File: config.mk
export PLATFORM = sky130hd
export DESIGN_NAME = scan_mux_flat
export DESIGN_NICKNAME = d
export VERILOG_FILES = /design/src/rtl/scan_mux_if.sv /design/src/rtl/scan_mux.sv /design/src/flat_wrapper.sv
export SDC_FILE = /design/constraint.sdc
export NUM_CORES = 1
export LEC_CHECK = 0
export CAP_MARGIN = 0
export CORE_MARGIN = 2
export CORE_UTILIZATION = 60
export DETAILED_ROUTE_END_ITERATION = 7
export GPL_ROUTABILITY_DRIVEN = 0
export PLACE_DENSITY = 0.89
export SLEW_MARGIN = 15
export SYNTH_ARGS = -nofsm -noshare
export SYNTH_HDL_FRONTEND = slang
export SYNTH_SLANG_ARGS = --single-unit
File: constraint.sdc
create_clock -name clk -period 4.5 [get_ports clk]
set_clock_uncertainty 0.05 [all_clocks]
set_input_delay 0.9 -clock clk [delete_from_list [all_inputs] [get_ports clk]]
set_output_delay 0.9 -clock clk [all_outputs]
set_load 0.05 [all_outputs]
File: src/rtl/scan_mux_if.sv
// Bus bundle for scan_mux: run controls and channel data in, registered
// selected channel out.
interface scan_mux_if #(
  parameter int CHANNELS = 4,
  parameter int WIDTH    = 4
);
  localparam int SELW = (CHANNELS > 2) ? $clog2(CHANNELS) : 1;

  logic                      en;
  logic                      mode;
  logic [SELW-1:0]           sel;
  logic [CHANNELS*WIDTH-1:0] d;
  logic [WIDTH-1:0]          q;
  logic [SELW-1:0]           q_sel;
  logic                      q_valid;
  logic                      wrap;

  modport master (output en, mode, sel, d, input q, q_sel, q_valid, wrap);
  modport slave  (input en, mode, sel, d, output q, q_sel, q_valid, wrap);
endinterface

File: src/rtl/scan_mux.sv
// Channel scan multiplexer: manual select or auto scan with a per-channel
// dwell, forced blanking on every channel change, all outputs registered.
module scan_mux #(
  parameter int CHANNELS  = 4,
  parameter int WIDTH     = 4,
  parameter int PRESCALE  = 50,
  parameter int BLANK_CYC = 1
) (
  input  logic      clk,
  input  logic      rst,
  scan_mux_if.slave bus
);
  localparam int SELW = (CHANNELS > 2) ? $clog2(CHANNELS) : 1;
  localparam logic [SELW-1:0] CLAST = SELW'(CHANNELS - 1);
  localparam logic [15:0]     PLAST = 16'(PRESCALE - 1);
  localparam logic [7:0]      BLAST = 8'(BLANK_CYC - 1);

  typedef enum logic [1:0] {IDLE, BLANK, SHOW} st_t;
  // With no blank cycles configured, a channel change lands directly in SHOW.
  localparam st_t ENTER = (BLANK_CYC == 0) ? SHOW : BLANK;

  st_t                          state, state_n;
  logic [SELW-1:0]              ch, ch_n, csel;
  logic [15:0]                  pc, pc_n;
  logic [7:0]                   bc, bc_n;
  logic                         wrap_n, mode_r, mode_chg;
  logic [CHANNELS-1:0][WIDTH-1:0] dv;

  assign dv       = bus.d;
  assign csel     = (32'(bus.sel) >= CHANNELS) ? CLAST : bus.sel;
  assign mode_chg = (bus.mode != mode_r);

  always_comb begin
    state_n = state;
    ch_n    = ch;
    pc_n    = pc;
    bc_n    = bc;
    wrap_n  = 1'b0;
    if (!bus.en) begin
      state_n = IDLE;
      pc_n    = '0;
      bc_n    = '0;
    end else begin
      case (state)
        IDLE: begin
          ch_n    = bus.mode ? '0 : csel;
          pc_n    = '0;
          bc_n    = '0;
          state_n = ENTER;
        end
        default: begin
          if (mode_chg) begin
            pc_n    = '0;
            bc_n    = '0;
            ch_n    = bus.mode ? ch : csel;
            state_n = ENTER;
          end else if (state == BLANK) begin
            if (bc == BLAST) begin
              bc_n    = '0;
              state_n = SHOW;
            end else begin
              bc_n = bc + 8'd1;
            end
          end else if (bus.mode) begin
            if (pc == PLAST) begin
              pc_n    = '0;
              ch_n    = (ch == CLAST) ? '0 : ch + 1'b1;
              wrap_n  = (ch == CLAST);
              state_n = ENTER;
            end else begin
              pc_n = pc + 16'd1;
            end
          end else if (csel != ch) begin
            ch_n    = csel;
            state_n = ENTER;
          end
        end
      endcase
    end
  end

  // Outputs are registered from the next state so q_valid tracks SHOW exactly.
  always_ff @(posedge clk or posedge rst) begin
    if (rst) begin
      state       <= IDLE;
      ch          <= '0;
      pc          <= '0;
      bc          <= '0;
      mode_r      <= 1'b0;
      bus.q       <= '0;
      bus.q_valid <= 1'b0;
      bus.wrap    <= 1'b0;
    end else begin
      state       <= state_n;
      ch          <= ch_n;
      pc          <= pc_n;
      bc          <= bc_n;
      mode_r      <= bus.mode;
      bus.wrap    <= wrap_n;
      bus.q_valid <= (state_n == SHOW);
      bus.q       <= (state_n == SHOW) ? dv[ch_n] : '0;
    end
  end

  assign bus.q_sel = ch;
endmodule

File: src/flat_wrapper.sv
// flat-port wrapper written by rule: the top's interface ports become plain ports
module scan_mux_flat 
#(
  parameter int CHANNELS  = 4,
  parameter int WIDTH     = 4,
  parameter int PRESCALE  = 50,
  parameter int BLANK_CYC = 1
)
  (clk, rst, bus_en, bus_mode, bus_sel, bus_d, bus_q, bus_q_sel, bus_q_valid, bus_wrap);
  scan_mux_if #(.CHANNELS(CHANNELS), .WIDTH(WIDTH)) bus_i ();
  input  logic clk;
  input  logic rst;
  input wire logic [$bits(bus_i.en)-1:0] bus_en;
  input wire logic [$bits(bus_i.mode)-1:0] bus_mode;
  input wire logic [$bits(bus_i.sel)-1:0] bus_sel;
  input wire logic [$bits(bus_i.d)-1:0] bus_d;
  output wire logic [$bits(bus_i.q)-1:0] bus_q;
  output wire logic [$bits(bus_i.q_sel)-1:0] bus_q_sel;
  output wire logic [$bits(bus_i.q_valid)-1:0] bus_q_valid;
  output wire logic [$bits(bus_i.wrap)-1:0] bus_wrap;
  assign bus_i.en = bus_en;
  assign bus_i.mode = bus_mode;
  assign bus_i.sel = bus_sel;
  assign bus_i.d = bus_d;
  assign bus_q = bus_i.q;
  assign bus_q_sel = bus_i.q_sel;
  assign bus_q_valid = bus_i.q_valid;
  assign bus_wrap = bus_i.wrap;
  scan_mux #(.CHANNELS(CHANNELS), .WIDTH(WIDTH), .PRESCALE(PRESCALE), .BLANK_CYC(BLANK_CYC)) u_core (.clk(clk), .rst(rst), .bus(bus_i));
endmodule
==> flow_summary.ini <==
[cells_and_area]
final_area_mm2 = 0.00281
final_cell_mix = nand2_1, dfrtp_1, clkdlybuf4s50_1, nor2_1, o21ai_0
fillers = 299
layout_commonest_cell = nand2_1
drive_gt1_frac = 0.0805
syn2layout_area_growth_pct = 15.7
antenna_cells = 0
nets = 325
fin_cells = 348
fin_util = 0.714

[place]
portBuffers = 29
post-place-ws_ps = 1140
hpwlAfterDp_mm = 4.23
placed_area_mm2 = 0.00273
place_inst = 341

[worst_setup_path]
crit_start = bus_mode
critPathLaunchType = primary input
cp-end-kind = flip-flop
crit_path_max_fanout = 13
r2r_cells = 8
arrival_ps = 3200
required_ps = 4620
criticalPathCategory = in -> reg
rr_startpoint = u_core.pc[1]

[sta]
fin_ws_ps = 1420
hold_ws_ps = 434
tns_ps = 0
slew_viol_final = 0
slew_headroom = 0.416
hold_violations = 0
worst_pin_slew_ps = 875
period_share = 0.685
setup_viol = 0
layout_min_cycle_time_ps = 3080
rsz0062_at_grt = no
fmax_mhz = 325

[clocking]
hold_buffers = 0
cts_num_sinks = 35
clockBufferDepth = 2
clkTransAtPathRegs_ps = 70
root_buffer = clkbuf_8
cts_tree = yes
postCtsSetupBuffers = 0
clock_latency_ps = 300
cts-buffers-inserted = 5
h-tree-depth = 2
ctsResizeCount = 0

[outcome]
status = completed

[synth]
avgSynthCellArea_um2 = 8.94
synthFlopType = dfrtp_1
seq_area_frac_synth = 0.360
syn_inst = 272
syn_nets = 299
yosys.area.top_type = dfrtp_1
synth_top_area_share = 0.360
synth_area_leaders = dfrtp_1, nand2_1, mux2i_1
synth_seq_cells = 35
async_flop_share = 1.00
yosys.cell_types.count = 52
yosysWarnings = 0
synth-edff-count = 0
syn_area_mm2 = 0.00243

[floorplan]
dieArea_mm2 = 0.00458
die_w_um = 67.7
die_height_um = 67.7
core_mm2 = 0.00394
rows = 23
io-pin-count = 30
start_util = 0.617

[route]
vias = 2174
drc = 0
ant_nets = 0
drtPass1Iterations = 5
viasPerCell = 6.25
drt-total-wl_mm = 5.89
drt_iter0_drc = 195
wl_per_cell_um = 16.9

[grt]
grt_first_pass_wirelength_mm = 9.45
antenna_found_initial = 0
grt_max_degree = 24
overflow = 0
grt_usage = 0.279
grt_pass1_vias = 2117

[power]
seqPwrFrac = 0.442
p_sw_frac = 0.324
power.total_mw = 0.775
clkPwrFrac = 0.307
peakVddDrop_mv = 0.157
power.density_mw_per_mm2 = 275
internal_power_mw = 0.524
p_sw_mw = 0.251
pwr-share-comb = 0.252
p_leak_nw = 1.12

[worst_hold_path]
hold_path_depth = 1
min_path_type = reg -> reg
hp-start = u_core.bc[7]

[job]
max-cap-violations = 0
==> flip-flops by register name, summed over array words and instances (netlist names) <==
name and flops:
u_core.bus.q 4, u_core.bus.q_valid 1, u_core.pc 16, u_core.mode_r 1, u_core.state 2, u_core.bc 8
u_core.bus.q_sel 2, u_core.bus.wrap 1
==> final timing paths <==
check / endpoint / slack, ps
max in group asynchronous: u_core.pc[10] / 2640
setup reg to reg: u_core.bus.q[0] / 1880
min in group asynchronous: u_core.bc[6] / 1040
setup / recovery: u_core.bus.q[2] / 1420
hold / removal: u_core.bc[7] / 430
hold reg to reg: u_core.bc[7] / 430
==> critical path, cell delays in order <==
cell and delay, ps:
clkdlybuf4s50_1 600, or4b_1 780, and2_4 300, nand2_1 90
a21oi_1 40, a2111oi_1 400, nor3_1 90
==> kinds of logic after synthesis <==
logic type                 count (synthesis)  share of synthesized area
and+or+nand+nor                          127                      0.291
muxes                                     12                     0.0514
DFF                                       35                      0.360
xor gates and xnor gates                  12                     0.0432
AOI/OAI and AO/OA                         62                      0.188
buffers and inverters                     19                     0.0412
adders and majority gates                  5                     0.0257
==> cells in the mapped netlist, types with 6 or more instances <==
| cell | count |
|---|---|
| o31ai_1 | 6 |
| dfrtp_1 | 35 |
| nand3_1 | 9 |
| nor3_1 | 13 |
| inv_1 | 7 |
| o22ai_1 | 9 |
| a21oi_1 | 9 |
| and3_1 | 7 |
| mux2i_1 | 10 |
| nand2_1 | 40 |
| nor2b_1 | 6 |
| nor2_1 | 20 |
| nand2b_1 | 6 |
| nand4_1 | 6 |
| xor2_1 | 7 |
| o21ai_0 | 16 |
==> power groups by stage <==
stage	Clock (mW)	Combinational (mW)	Sequential, mW
floorplan	0	0.121	0.359
global placement	0	0.186	0.348
detailed placement	0	0.190	0.348
CTS	0.238	0.193	0.342
global route	0.254	0.210	0.344
finish	0.238	0.195	0.342
==> final cells by class <==
cell class                      instances  area (um^2)  area share
Clock buffer                            6         82.6      0.0293
Sequential cell                        35          876       0.311
Timing Repair Buffer                   31          305       0.108
Multi-Input combinational cell        218         1460       0.518
Inverter                                7         26.3     0.00934
Tap cell                               50         62.6      0.0222
Clock inverter                          1         5.00     0.00178
==> routing by layer <==
metal	global-route usage	wire (um)
met5	0	0
met1	0.340	2480
met4	0.125	153
met2	0.466	2970
met3	0.0667	289
(Power assumes the default switching activity.)
